===== src/rtl/i2s_clkws_cfg_pkg.sv =====
// Shared types and defaults for the I2S clock/WS generator configuration sequencer.
package i2s_clkws_cfg_pkg;

    localparam int DRAIN_MIN_DEF     = 8;
    localparam int SETTLE_CYCLES_DEF = 4;
    localparam int CNT_W_DEF         = 20;

    typedef enum logic [2:0] {
        ST_IDLE,
        ST_DRAIN,
        ST_SWITCH,
        ST_SETTLE,
        ST_ENABLE
    } state_e;

    typedef struct packed {
        logic        master_en;
        logic        slave_en;
        logic        pdm_en;
        logic        sel_master_num;
        logic        sel_master_ext;
        logic        sel_slave_num;
        logic        sel_slave_ext;
        logic [15:0] div_0;
        logic [15:0] div_1;
    } cfg_t;

    // Drain time covers two periods of the slowest divided clock plus the enable-sync latency.
    function automatic int unsigned drain_cycles(input logic [15:0] d0,
                                                 input logic [15:0] d1,
                                                 input int unsigned drain_min);
        logic [15:0] mx;
        mx = (d0 > d1) ? d0 : d1;
        return drain_min + 32'd4 * (32'(mx) + 32'd1);
    endfunction

endpackage


===== src/rtl/i2s_cfg_wait_cnt.sv =====
// Loadable down-counter with a zero flag; holds at zero until reloaded.
module i2s_cfg_wait_cnt #(
    parameter int CNT_W = 20
) (
    input  logic             clk_i,
    input  logic             rstn_i,
    input  logic             load_i,
    input  logic [CNT_W-1:0] load_val_i,
    output logic             zero_o
);

    logic [CNT_W-1:0] r_cnt;

    always_ff @(posedge clk_i) begin
        if (!rstn_i) begin
            r_cnt <= '0;
        end else if (load_i) begin
            r_cnt <= load_val_i;
        end else if (r_cnt != '0) begin
            r_cnt <= r_cnt - 1'b1;
        end
    end

    assign zero_o = (r_cnt == '0);

endmodule


===== src/rtl/i2s_clkws_cfg_ctrl.sv =====
// Sequences clock/WS generator reconfiguration: quiesce enables, switch selects/dividers,
// let the muxes settle, then re-enable and pulse done.
module i2s_clkws_cfg_ctrl
    import i2s_clkws_cfg_pkg::*;
#(
    parameter int DRAIN_MIN     = DRAIN_MIN_DEF,
    parameter int SETTLE_CYCLES = SETTLE_CYCLES_DEF,
    parameter int CNT_W         = CNT_W_DEF
) (
    input  logic        clk_i,
    input  logic        rstn_i,
    input  logic        cfg_req_i,
    input  logic        cfg_master_en_i,
    input  logic        cfg_slave_en_i,
    input  logic        cfg_pdm_en_i,
    input  logic        cfg_sel_master_num_i,
    input  logic        cfg_sel_master_ext_i,
    input  logic        cfg_sel_slave_num_i,
    input  logic        cfg_sel_slave_ext_i,
    input  logic [15:0] cfg_div_0_i,
    input  logic [15:0] cfg_div_1_i,
    output logic        master_en_o,
    output logic        slave_en_o,
    output logic        pdm_en_o,
    output logic        sel_master_num_o,
    output logic        sel_master_ext_o,
    output logic        sel_slave_num_o,
    output logic        sel_slave_ext_o,
    output logic [15:0] div_0_o,
    output logic [15:0] div_1_o,
    output logic        busy_o,
    output logic        done_o,
    output logic        ovr_o
);

    state_e           r_state, w_state_next;
    cfg_t             r_shadow, r_out, w_out_next, w_target;
    logic             r_busy, r_done, r_ovr;
    logic             w_accept, w_any_en, w_same, w_cnt_load, w_cnt_zero;
    logic [CNT_W-1:0] w_cnt_val;
    logic [35:0]      w_seldiv_cur, w_seldiv_next, w_seldiv_shadow;

    assign w_target = '{
        master_en:      cfg_master_en_i,
        slave_en:       cfg_slave_en_i,
        pdm_en:         cfg_pdm_en_i,
        sel_master_num: cfg_sel_master_num_i,
        sel_master_ext: cfg_sel_master_ext_i,
        sel_slave_num:  cfg_sel_slave_num_i,
        sel_slave_ext:  cfg_sel_slave_ext_i,
        div_0:          cfg_div_0_i,
        div_1:          cfg_div_1_i
    };

    assign w_any_en        = r_out.master_en | r_out.slave_en | r_out.pdm_en;
    assign w_seldiv_cur    = {r_out.sel_master_num, r_out.sel_master_ext, r_out.sel_slave_num,
                              r_out.sel_slave_ext, r_out.div_0, r_out.div_1};
    assign w_seldiv_next   = {w_out_next.sel_master_num, w_out_next.sel_master_ext,
                              w_out_next.sel_slave_num, w_out_next.sel_slave_ext,
                              w_out_next.div_0, w_out_next.div_1};
    assign w_seldiv_shadow = {r_shadow.sel_master_num, r_shadow.sel_master_ext,
                              r_shadow.sel_slave_num, r_shadow.sel_slave_ext,
                              r_shadow.div_0, r_shadow.div_1};
    assign w_same          = (w_seldiv_shadow == w_seldiv_cur);

    always_comb begin
        w_state_next = r_state;
        w_out_next   = r_out;
        w_accept     = 1'b0;
        w_cnt_load   = 1'b0;
        w_cnt_val    = '0;
        unique case (r_state)
            ST_IDLE: begin
                if (cfg_req_i) begin
                    w_accept = 1'b1;
                    if (w_any_en) begin
                        // Loaded with N-1 so DRAIN lasts exactly N cycles.
                        w_state_next = ST_DRAIN;
                        w_cnt_load   = 1'b1;
                        w_cnt_val    = CNT_W'(drain_cycles(r_out.div_0, r_out.div_1,
                                                           DRAIN_MIN) - 32'd1);
                    end else begin
                        w_state_next = ST_SWITCH;
                    end
                end
            end
            ST_DRAIN: begin
                w_out_next.master_en = 1'b0;
                w_out_next.slave_en  = 1'b0;
                w_out_next.pdm_en    = 1'b0;
                if (w_cnt_zero) begin
                    w_state_next = ST_SWITCH;
                end
            end
            ST_SWITCH: begin
                w_out_next.sel_master_num = r_shadow.sel_master_num;
                w_out_next.sel_master_ext = r_shadow.sel_master_ext;
                w_out_next.sel_slave_num  = r_shadow.sel_slave_num;
                w_out_next.sel_slave_ext  = r_shadow.sel_slave_ext;
                w_out_next.div_0          = r_shadow.div_0;
                w_out_next.div_1          = r_shadow.div_1;
                if (w_same) begin
                    w_state_next = ST_ENABLE;
                end else begin
                    w_state_next = ST_SETTLE;
                    w_cnt_load   = 1'b1;
                    w_cnt_val    = CNT_W'(SETTLE_CYCLES - 1);
                end
            end
            ST_SETTLE: begin
                if (w_cnt_zero) begin
                    w_state_next = ST_ENABLE;
                end
            end
            ST_ENABLE: begin
                w_out_next.master_en = r_shadow.master_en;
                w_out_next.slave_en  = r_shadow.slave_en;
                w_out_next.pdm_en    = r_shadow.pdm_en;
                w_state_next         = ST_IDLE;
            end
            default: begin
                w_state_next = ST_IDLE;
            end
        endcase
    end

    always_ff @(posedge clk_i) begin
        if (!rstn_i) begin
            r_state  <= ST_IDLE;
            r_out    <= '0;
            r_shadow <= '0;
            r_busy   <= 1'b0;
            r_done   <= 1'b0;
            r_ovr    <= 1'b0;
        end else begin
            r_state <= w_state_next;
            r_out   <= w_out_next;
            r_busy  <= (w_state_next != ST_IDLE);
            r_done  <= (w_state_next == ST_ENABLE);
            if (w_accept) begin
                r_shadow <= w_target;
                r_ovr    <= 1'b0;
            end else if (cfg_req_i && r_busy) begin
                r_ovr <= 1'b1;
            end
        end
    end

    i2s_cfg_wait_cnt #(
        .CNT_W (CNT_W)
    ) u_wait_cnt (
        .clk_i      (clk_i),
        .rstn_i     (rstn_i),
        .load_i     (w_cnt_load),
        .load_val_i (w_cnt_val),
        .zero_o     (w_cnt_zero)
    );

    a_seldiv_stable_while_enabled: assert property (
        @(posedge clk_i) disable iff (!rstn_i) w_any_en |-> (w_seldiv_next == w_seldiv_cur)
    );

    assign master_en_o      = r_out.master_en;
    assign slave_en_o       = r_out.slave_en;
    assign pdm_en_o         = r_out.pdm_en;
    assign sel_master_num_o = r_out.sel_master_num;
    assign sel_master_ext_o = r_out.sel_master_ext;
    assign sel_slave_num_o  = r_out.sel_slave_num;
    assign sel_slave_ext_o  = r_out.sel_slave_ext;
    assign div_0_o          = r_out.div_0;
    assign div_1_o          = r_out.div_1;
    assign busy_o           = r_busy;
    assign done_o           = r_done;
    assign ovr_o            = r_ovr;

endmodule


===== config.mk =====
export PLATFORM = sky130hd
export DESIGN_NAME = i2s_clkws_cfg_ctrl
export DESIGN_NICKNAME = d
export VERILOG_FILES = /design/src/rtl/i2s_clkws_cfg_pkg.sv /design/src/rtl/i2s_cfg_wait_cnt.sv /design/src/rtl/i2s_clkws_cfg_ctrl.sv
export SDC_FILE = /design/constraint.sdc
export NUM_CORES = 1
export LEC_CHECK = 0
export CAP_MARGIN = 15
export CORE_MARGIN = 2
export CORE_UTILIZATION = 53
export CTS_CLUSTER_DIAMETER = 150
export CTS_CLUSTER_SIZE = 12
export DETAILED_ROUTE_END_ITERATION = 8
export PLACE_DENSITY = 0.88
export SLEW_MARGIN = 20
export SYNTH_ARGS = -nofsm -noshare
export SYNTH_HDL_FRONTEND = slang
export SYNTH_SLANG_ARGS = --single-unit

===== constraint.sdc =====
create_clock -name clk_i -period 12.4 [get_ports clk_i]
set_input_delay 2.48 -clock clk_i [delete_from_list [all_inputs] [get_ports clk_i]]
set_output_delay 2.48 -clock clk_i [all_outputs]
set_load 0.01 [all_outputs]

# == After elaboration in Yosys (flattened, before gate mapping) ==
# Cells that the tools add are included.
# word_totals
in_bits,42
register_bits,104
wordCells,65
out_inout_bits,42
# classes
n_eq_ne,6
mux,20
reduce_logical,8
add_sub_neg,4
n_bitwise,3
order_cmp,1
# ops
cell,n
$mux W20,4
$pmux W20 S2,1
$sub A20 B1 Y20 const B,2
$eq A36 B36 Y1,1
$add A4 B19 Y20 const A,1
$logic_not A20 Y1,1
$reduce_bool A20 Y1,1
$add A16 B1 Y17 const B,1
$gt A16 B16 Y1,1
$mux W16,1
$mux W3,4
$pmux W3 S4,1
$eq A3 B2 Y1 const B,2
$eq A3 B3 Y1 const B,2
$pmux W3 S2,1
$mux W1,5
$mux W2,2
$reduce_bool A2 Y1,2
$eq A3 B1 Y1 const B,1
$logic_not A3 Y1,1
$reduce_bool A3 Y1,1
$or A1 B1 Y1,2
$pmux W1 S2,1
$reduce_or A2 Y1,1
2 further kinds,2

# == Depth between registers and ports, before layout ==
# Gate-level depths: netlist (run 1).
# logic_depth
word_depth,9
ltp_mapped,23
depth_no_buf,18

# == Hierarchy ==
# Synthesis (run 1) repeated with hierarchy kept, for this count alone.
# unflattened
cells_unflattened,827
hier_area_um2,6429.9
# by_module_without_submodules
module,cells_each,n_inst,area_per_inst_um2
i2s_clkws_cfg_ctrl,705,1,5342.6
i2s_cfg_wait_cnt,122,1,1087.3

# == Worst setup path after synthesis (run 1) ==
# Ideal clock, no wire load.
# synth_path
path_type,register to register
start,register r_out (netlist bit div_1_o[14])
end,register u_wait_cnt.r_cnt[16]
stages_incl_launch_ff,22
synth_period_minus_slack_ns,4.764
path_slack_ns,7.636
setup_ns,0.133
t_arrival_ns,4.631
cell_sequence,dfxtp_1 inv_1 ha_1 nand4_1 or4_1 a21o_1 a31oi_2 buf_2 buf_2 nand2_1 o21ai_0 ha_1 nand2_1 nor3_1 xnor2_1 nand2_1 mux2i_1 and3_1 clkbuf_1 nand4_1 xor2_1 o22ai_1
# synth_via
elab_chain_cells,9
elab_cells_between_ends,13
cone_classes,3 x add/sub; 1 x order compare; 1 x eq/ne; 7 x mux; 1 x reduce/logical
# synth_rtl
item,line_no,rtl
start: declaration,i2s_clkws_cfg_ctrl.sv:37,"cfg_t r_shadow, r_out, w_out_next, w_target;"
start signal: assignment,i2s_clkws_cfg_ctrl.sv:137,r_out <= w_out_next;
$gt A16 B16 Y1,i2s_clkws_cfg_pkg.sv:33,mx = (d0 > d1) ? d0 : d1;
$mux W16,i2s_clkws_cfg_pkg.sv:33,
$add A16 B1 Y17,i2s_clkws_cfg_pkg.sv:34,return drain_min + 32'd4 * (32'(mx) + 32'd1);
$add A4 B19 Y20,i2s_clkws_cfg_pkg.sv:34,
$sub A20 B1 Y20,i2s_clkws_cfg_ctrl.sv:81,DRAIN_MIN) - 32'd1);
$mux W20,i2s_clkws_cfg_ctrl.sv:76,if (w_any_en) begin
$mux W20,i2s_clkws_cfg_ctrl.sv:74,if (cfg_req_i) begin
$pmux W20 S2,i2s_clkws_cfg_ctrl.sv:72,unique case (r_state)
$mux W20,i2s_cfg_wait_cnt.sv:17,end else if (load_i) begin
end signal: assignment,i2s_cfg_wait_cnt.sv:18,r_cnt <= load_val_i;
end signal: assignment,i2s_cfg_wait_cnt.sv:20,r_cnt <= r_cnt - 1'b1;
end: declaration,i2s_cfg_wait_cnt.sv:12,logic [CNT_W-1:0] r_cnt;
# Several ways; a longest one is shown, not always the timed one.
# A chain may end at the register's enable or synchronous reset.

# == Worst setup path after layout (run 1) ==
# layout_path
start,register r_out (netlist bit div_1_o[14])
end,register u_wait_cnt.r_cnt[14]
# Same word-level chain as after synthesis.

==> results.yml, run 1 <==
yosys:
  yosys_warnings: 0
  syn_avg_cell_area_sq_um: 7.649
  netlist_area_sq_um: 5874
  syn_inst: 768
  synth.distinct_cells: 56
  synth_edf_count: 0
  seq_area_frac_synth_pct: 35.44
  synth_flop_cell: "dfxtp_1"
  synth_seq_cells: 104
  async_reset_ff_share_pct: 0
  syn_nets: 831
detailed_routing:
  routedWlPerCell_um: 15.26
  drtAntennaViolNets: 0
  drtIter0Drc: 339
  drc: 0
  via_count: 5465
  drt_first_pass_iters: 7
  drt-total-wl_um: 14770
  via_per_inst: 5.646
setup_path:
  critPathKind: "reg2reg"
  worst-endpoint-arrival_ns: 5.43
  worstSetupEndpointType: "flop"
  cp_max_fo: 33
  cp-start-kind: "flop"
  cp_data_required_time_ns: 12.68
power_and_ir_drop:
  peakVddDrop_mv: 0.09699
  power_density_nw_per_um2: 169.4
  p_leak_nw: 2.453
  finalPower_w: 0.001180
clock_network:
  cts_buffers: 9
  numClockSinks: 104
  htree_levels: 3
  path_clk_slew_ns: 0.11
  cts-root-buf: "clkbuf_8"
  clockBufferDepth: 2
  cts_resized: 0
  holdBufCountCts: 0
  clock_latency_ns: 0.37
  cts_setup_buffers: 0
  cts_tree: "yes"
worst_hold_path:
  hold_class: "reg2reg"
layout:
  drive_above_1_share_pct: 4.469
  multi_input_area_sq_um: 3511
  n_antenna_cell: 0
  areaGrowthSynthToFinish_pct: 18.53
  regArea_sq_um: 2082
  final_util_pct: 64.23
  fillerInstances: 898
  final_nets: 886
timing:
  min_period_ns: 5.154
  fmax_ghz: 0.1940
  worstMarginPinSlew_ns: 0.8788
  finalClockSkew_ns: 0.01396
  timing.setup.tns_ns: 0
  period_share_pct: 41.56
  hold_viol: 0
  setup_viol: 0
  rsz0062_at_grt: "false"
  holdWs_ns: 0.4682
  relSlewSlack_pct: 41.41
  finalMaxSlewViolations: 0
die:
  die_h_um: 109.3
  die_area_sq_um: 11940
  start_util_pct: 54.19
  rows: 38
  top_level_ports: 84
  core_area_sq_um: 10840
  die_w_um: 109.3
flow_run:
  drv_cap: 0
placed_design:
  dp_hpwl_um: 11030
  gp_congestion: 0.9370
  portBuffers: 83
global_route:
  overflow: 0
  grt_first_pass_wirelength_um: 24540
  antenna_found_initial: 0
  grt_max_degree: 83
  grt_util_all_layers_pct: 25.97
  grt_pass1_vias: 5200
run_status:
  status: "completed"
==> critical path: stages, from the launching register on <==
cell and delay [ns]:
dfxtp_1 0.45, inv_1 0.11, ha_1 0.30, nand4_1 0.16, or4_1 0.59, a21o_1 0.18
a31oi_2 0.12, buf_4 0.36, nand2_1 0.09, o21ai_0 0.22, ha_1 0.39, nand2_1 0.11
nor3_1 0.62, xnor2_1 0.23, nand2_1 0.08, mux2i_1 0.25, and3_1 0.31, nand3_1 0.13
xor2_1 0.20, o22ai_1 0.15
==> synth_stat cells, types with 7 or more instances <==
| master | count | area [sq um] |
|---|---|---|
| xor2_1 | 33 | 289.0 |
| xnor2_1 | 58 | 508.0 |
| ha_1 | 21 | 262.8 |
| o22ai_1 | 12 | 75.07 |
| clkbuf_1 | 35 | 131.4 |
| a21oi_1 | 93 | 465.5 |
| nand2_1 | 181 | 679.4 |
| o21ai_0 | 12 | 60.06 |
| nand4_1 | 22 | 137.6 |
| nand3_1 | 19 | 95.09 |
| nor4_1 | 10 | 62.56 |
| inv_1 | 25 | 93.84 |
| nor2_1 | 29 | 108.9 |
| dfxtp_1 | 104 | 2082 |
| nor3_1 | 24 | 120.1 |
| mux2i_1 | 10 | 100.1 |
| buf_2 | 7 | 35.03 |
==> flip-flops by register name (all words and copies together) (netlist names) <==
register,cells
done_o,1
sel_slave_ext_o,1
master_en_o,1
div_0_o,16
sel_master_ext_o,1
ovr_o,1
r_state,3
pdm_en_o,1
busy_o,1
slave_en_o,1
sel_master_num_o,1
div_1_o,16
sel_slave_num_o,1
r_shadow,39
u_wait_cnt.r_cnt,20
==> final cells by class <==
type	count	share of cell area (%)
clock inverters	6	1.240
clock buffers	10	1.833
multi-input cells	592	50.42
repair buffers	90	12.69
well taps	140	2.516
flip-flops and latches	104	29.90
inverters	26	1.402
==> per-stage QoR <==
step | instances | instance area [sq um] | worst slack (ns)
floorplan | 768 | 5874 | 7.636
global placement | 952 | 6749 | 7.510
detailed placement | 952 | 6749 | 7.380
CTS | 968 | 6963 | 7.317
global route | 968 | 6963 | 6.914
finish | 968 | 6963 | 7.246
==> cells by family (layout without fill, tap and decap cells) <==
logic type               count (synthesis)  count (layout)  synth area share [%]
buffers and inverters                   72             132                 4.877
AND/OR/NAND/NOR                        325             325                 25.41
flip-flops                             104             104                 35.44
multiplexers                            12              12                 2.087
adder cells (fa/ha/maj)                 21              21                 4.473
XOR/XNOR                                92              92                 13.84
AO/OA/AOI/OAI                          142             142                 13.87
==> cells in the final DEF, fill, tap and decap left out, drive strengths merged, types with 4 or more instances in the layout <==
cell type / n
dfxtp: 104
nand3: 19
nand4: 22
a211oi: 4
nor4: 10
and2: 6
nor2b: 5
and3: 5
nand2: 182
o22ai: 12
or3: 4
a21oi: 94
nor2: 30
clkdlybuf4s50: 83
or4: 4
xor2: 33
clkbuf: 10
mux2i: 10
o21ai: 12
nor3: 24
inv: 29
ha: 21
nand2b: 6
buf: 7
xnor2: 59
==> power by group <==
part / switching, W / internal (W)
Sequential: 0.0000617 / 0.000386
Clock: 0.000127 / 0.0000992
Combinational: 0.000290 / 0.000216
Total: 0.000478 / 0.000702
==> path summary, 6_finish.rpt <==
| path | startpoint | cells past startpoint | endpoint | slack (ns) |
|---|---|---|---|---|
| max | div_1_o[14]$_SDFFE_PN0N_ | 19 | u_wait_cnt.r_cnt[14]$_SDFFE_PN0P_ | 7.25 |
| min | r_shadow[37]$_SDFFE_PN0P_ | 2 | r_shadow[37]$_SDFFE_PN0P_ | 0.47 |
| max reg2reg | div_1_o[14]$_SDFFE_PN0N_ | 19 | u_wait_cnt.r_cnt[14]$_SDFFE_PN0P_ | 7.25 |
| min reg2reg | r_shadow[37]$_SDFFE_PN0P_ | 2 | r_shadow[37]$_SDFFE_PN0P_ | 0.47 |
==> metal layers <==
layer	track usage, %	wire length, um	up-vias
met2	41.93	6976	201
met4	11.84	595	0
met3	5.619	933	48
met1	33.20	6265	2501
met5	0	0	-
li1	-	-	2715
Power figures use the tool's default switching activity.
==> run 2, diff against run 1 <==
- CORE_UTILIZATION: 53 -> 50
- PLACE_DENSITY: 0.88 -> 0.87
- clock period: 12.4 -> 4.65 ns (I/O delays scaled with it)
==> results.yml, run 2 (synthesized netlist as in run 1, its figures left out) <==
power_and_ir_drop:
  swShare_pct: 38.58
  switchingPower_w: 0.001340
  power_frac_comb_pct: 42.4
  clkPwrFrac_pct: 23.8
  finalPower_w: 0.003472
  power_frac_seq_pct: 33.8
  p_leak_nw: 2.718
  power_density_nw_per_um2: 469.2
  internal_power_w: 0.002133
  peakVddDrop_mv: 0.3372
run_status:
  status: "completed"
timing:
  finalMaxSlewViolations: 0
  finalClockSkew_ns: 0.008121
  relSlewSlack_pct: 57.52
  hold_viol: 0
  worstMarginPinSlew_ns: 0.6363
  holdWs_ns: 0.4679
  rsz0062_at_grt: "true"
  min_period_ns: 4.474
  fmax_ghz: 0.2235
  setup_viol: 0
  period_share_pct: 96.22
die:
  die_h_um: 112.4
  top_level_ports: 84
  rows: 39
  core_area_sq_um: 11420
  start_util_pct: 51.45
  die_area_sq_um: 12630
  die_w_um: 112.4
layout:
  multi_input_area_sq_um: 3575
  design_area_sq_um: 7401
  top_register: "r_shadow"
  final_util_pct: 64.81
  n_antenna_cell: 0
  top_regs: "r_shadow (39), u_wait_cnt.r_cnt (20)"
  areaGrowthSynthToFinish_pct: 25.99
  final_nets: 921
  drive_above_1_share_pct: 9.502
  fillerInstances: 978
  final_cell_mix: "nand2_1, dfxtp_1, a21oi_1"
  final_cells: 1006
  regArea_sq_um: 2082
  largest_reg_flops: 39
  layout_commonest_cell: "nand2_1"
clock_network:
  htree_levels: 3
  holdBufCountCts: 0
  clock_latency_ns: 0.36
  cts_buffers: 9
  numClockSinks: 104
  clockBufferDepth: 2
  path_clk_slew_ns: 0.07
  cts_tree: "yes"
  cts-root-buf: "clkbuf_16"
detailed_routing:
  drtAntennaViolNets: 0
  via_count: 5728
  drc: 0
  drtIter0Drc: 412
  drt_first_pass_iters: 5
  via_per_inst: 5.694
  routedWlPerCell_um: 16.53
  drt-total-wl_um: 16630
setup_path:
  crit_family: "simple AND/OR/NAND/NOR gates"
  cp_num_buf_inv: 2
  cpPeakStageDelay_ns: 0.59
  worstSetupEndpointType: "flop"
  cp_max_fo: 8
  r2r_cells: 19
  cp_slowest_cell: "or4_1"
  critPathKind: "reg2reg"
  path_cells: "inv_1 > ha_1 > nand4_1 > or4_1 > a21o_1 > a31oi_4 > buf_4 > nand2_1 > o21ai_0 > ha_2 > nand2_1 > nor2_1 > xor2_1 > nand4_1 > mux2i_2 > and3_2 > nand2_1 > xor2_1 > o22ai_1"
  crit_top_cell: "nand2_1"
  cp_data_required_time_ns: 4.87
  cp-start-kind: "flop"
  cp_num_cells: 19
  worst-endpoint-arrival_ns: 4.69
placed_design:
  dp_hpwl_um: 12150
  portBuffers: 83
  placed_area_sq_um: 6985
  dp.cells: 985
  gp_congestion: 0.9659
global_route:
  grt_util_all_layers_pct: 25.95
  antenna_found_initial: 0
  grt_first_pass_wirelength_um: 26450
  grt_pass1_vias: 5484
  overflow: 0
  grt_max_degree: 42
worst_hold_path:
  hold_class: "reg2reg"
  whs_path_depth: 2
flow_run:
  drv_cap: 0
[run 2: changes by cell type in the layout (fill, tap and decap cells not counted), sizes merged]
cell / previous run / this run
inv: 29 / 27
clkinvlp: 0 / 1
bufinv: 1 / 2
buf: 7 / 42
[run 2: final timing paths]
kind	from	endpoint	slack (ns)
max	div_1_o[13]$_SDFFE_PN0N_	u_wait_cnt.r_cnt[13]$_SDFFE_PN0P_	0.18
min	r_shadow[37]$_SDFFE_PN0P_	r_shadow[37]$_SDFFE_PN0P_	0.47
max reg2reg	div_1_o[13]$_SDFFE_PN0N_	u_wait_cnt.r_cnt[13]$_SDFFE_PN0P_	0.18
min reg2reg	r_shadow[37]$_SDFFE_PN0P_	r_shadow[37]$_SDFFE_PN0P_	0.47
[run 2: metal layers]
metal / routed length, um / global-route usage [%] / vias up / part of all wire, %
met2: 8072 / 44.58 / 225 / 49
met4: 923 / 15.53 / 0 / 5.6
met1: 6708 / 30.86 / 2654 / 40
met5: 0 / 0 / - / 0
li1: - / - / 2789 / -
met3: 922 / 3.564 / 60 / 5.5
[run 2: power by group through the flow]
stage,combinational (W),clock [W],sequential (W)
2_1_floorplan,0.00106,0,0.00116
5_1_grt,0.00162,0.000859,0.00119
3_5_place_dp,0.00142,0,0.00119
4_1_cts,0.00143,0.000825,0.00117
3_3_place_gp,0.00139,0,0.00118
6_report,0.00147,0.000825,0.00118
[run 2: metrics by stage]
step	setup WS (ns)	TNS, ns
after floorplan	0.01312	0
after global routing	-0.1523	-0.6975
after CTS	0.03441	0
after detailed placement	0.06401	0
after global placement	0.2456	0
final	0.1759	0
[run 2: worst min-delay path, delay by kind of cell, from the launching register on]
kind / cells / cell delay, ns
flops: 1 / 0.31
compound gates: 1 / 0.05
simple gates: 1 / 0.06
[run 2: timing repair]
item	4_1_cts	5_1_grt
resized for setup	0	13
endpoints found under the setup margin	0	8
buffers inserted	0	5
[run 2: final cells by class]
class | count | area share [%]
clock buffer | 10 | 3.094
tap | 143 | 2.418
multi-input combinational | 592 | 48.30
inverter | 26 | 1.319
sequential | 104 | 28.13
clock inverter | 6 | 1.251
timing repair buffer | 125 | 15.49
==> run 3, diff against run 2 <==
- CORE_ASPECT_RATIO: default -> 0.6
==> results.yml, run 3 (synthesized netlist as in run 1, its figures left out) <==
layout:
  drive_above_1_share_pct: 9.270
  layout_commonest_cell: "nand2_1"
  top_regs: "r_shadow (39), u_wait_cnt.r_cnt (20)"
  areaGrowthSynthToFinish_pct: 25.54
  top_register: "r_shadow"
  final_nets: 921
  fillerInstances: 921
  final_cell_mix: "nand2_1, dfxtp_1, a21oi_1"
  largest_reg_flops: 39
  multi_input_area_sq_um: 3567
  n_antenna_cell: 0
  regArea_sq_um: 2082
clock_network:
  numClockSinks: 104
  cts_tree: "yes"
  cts_buffers: 9
  htree_levels: 3
  holdBufCountCts: 0
  clockBufferDepth: 2
  clock_latency_ns: 0.35
  cts-root-buf: "clkbuf_16"
  path_clk_slew_ns: 0.07
detailed_routing:
  drt_first_pass_iters: 6
  highest_layer: "met4"
  drtAntennaViolNets: 0
  met1_length_um: 7988
  drc: 0
  drt-total-wl_um: 17490
  routedWlPerCell_um: 17.10
  drtIter0Drc: 739
  wl_met3_um: 2145
  wl_met2_um: 7002
  via_count: 5886
  via_per_inst: 5.754
setup_path:
  worstSetupEndpointType: "flop"
  cp_data_required_time_ns: 4.91
  cp_num_buf_inv: 2
  critPathKind: "reg2reg"
  path_cells: "inv_1 > ha_1 > nand4_1 > or4_1 > a21o_1 > a31oi_2 > buf_6 > nand2_1 > o21ai_0 > ha_1 > nand2_1 > nor2_1 > xor2_1 > nand4_1 > mux2i_2 > and3_4 > nand3_1 > xor2_1 > o22ai_1"
  cp-start-kind: "flop"
  cp_max_fo: 12
  cp_slowest_cell: "or4_1"
  worst-endpoint-arrival_ns: 4.79
  cpPeakStageDelay_ns: 0.60
  crit_family: "simple AND/OR/NAND/NOR gates"
placed_design:
  gp_congestion: 1.041
  portBuffers: 83
  dp_hpwl_um: 12920
die:
  die_w_um: 143.9
  top_level_ports: 84
  start_util_pct: 51.65
  core_area_sq_um: 11370
  rows: 30
  die_h_um: 87.96
  die_area_sq_um: 12660
power_and_ir_drop:
  power_density_nw_per_um2: 461.7
  peakVddDrop_mv: 0.2270
  finalPower_w: 0.003405
  p_leak_nw: 2.702
  switchingPower_w: 0.001372
  internal_power_w: 0.002033
  power_frac_seq_pct: 34.5
  power_frac_comb_pct: 44.2
  clkPwrFrac_pct: 21.4
  swShare_pct: 40.30
timing:
  hold_viol: 0
  holdWs_ns: 0.4667
  finalMaxSlewViolations: 0
  period_share_pct: 97.36
  relSlewSlack_pct: 51.04
  worstMarginPinSlew_ns: 0.7334
  min_period_ns: 4.527
  setup_viol: 0
  fmax_ghz: 0.2209
  finalClockSkew_ns: 0.007495
run_status:
  status: "completed"
global_route:
  grt_util_all_layers_pct: 28.03
  overflow: 0
  antenna_found_initial: 0
  grt_pass1_vias: 5385
  grt_max_degree: 42
  grt_first_pass_wirelength_um: 27390
flow_run:
  drv_cap: 0
worst_hold_path:
  hold_class: "reg2reg"
==> run 3: changes by cell type in the layout (fill, tap and decap cells not counted), sizes merged <==
cell    previous run  this run
inv               27        29
bufinv             2         0
clkinv             2         3
clkbuf            10         9
==> run 3: final cells by class <==
cell class | count | area share, %
well taps | 160 | 2.715
multi-input cells | 592 | 48.37
inverters | 26 | 1.323
clock inverters | 7 | 0.7126
repair buffers | 125 | 15.59
flip-flops and latches | 104 | 28.23
clock buffers | 9 | 3.054
==> run 3: routing by layer <==
| layer | global-route usage (%) | up-vias |
|---|---|---|
| li1 | - | 2790 |
| met1 | 40.98 | 2725 |
| met2 | 39.91 | 335 |
| met3 | 8.529 | 36 |
| met4 | 7.487 | 0 |
| met5 | 0 | - |
==> run 3: power by group through the flow <==
stage	Combinational, W	Clock (W)	Sequential [W]
5_1_grt	0.00165	0.000762	0.00119
3_5_place_dp	0.00144	0	0.00119
2_1_floorplan	0.00106	0	0.00116
3_3_place_gp	0.00141	0	0.00118
4_1_cts	0.00145	0.000730	0.00117
6_report	0.00150	0.000727	0.00117
==> run 3: metrics by stage <==
step	area (sq um)	setup slack, ns	instances	util [%]	TNS (ns)
global placement	7029	0.3009	1005	61.80	0
finish	7375	0.1228	1023	64.84	0
floorplan	5884	0.01312	768	-	0
detailed placement	7029	0.1371	1005	61.80	0
CTS	7307	0.05068	1021	64.25	0
global route	7375	-0.07613	1023	64.84	-0.3234
==> run 3: path summary, 6_finish.rpt <==
path	start	to	slack (ns)	cells after the start
max	div_1_o[13]$_SDFFE_PN0N_	u_wait_cnt.r_cnt[14]$_SDFFE_PN0P_	0.12	19
min	r_shadow[38]$_SDFFE_PN0P_	r_shadow[38]$_SDFFE_PN0P_	0.47	2
max reg2reg	div_1_o[13]$_SDFFE_PN0N_	u_wait_cnt.r_cnt[14]$_SDFFE_PN0P_	0.12	19
min reg2reg	r_shadow[38]$_SDFFE_PN0P_	r_shadow[38]$_SDFFE_PN0P_	0.47	2
==> run 3: worst min-delay path: stages, from the launching register on <==
cell	delay [ns]
dfxtp_1	0.32
nand2_1	0.05
a21oi_1	0.05
==> run 3: timing repair <==
action                     in CTS  in global routing
resized for setup               0                 11
setup endpoints to repair       0                  7
setup buffers                   0                  2
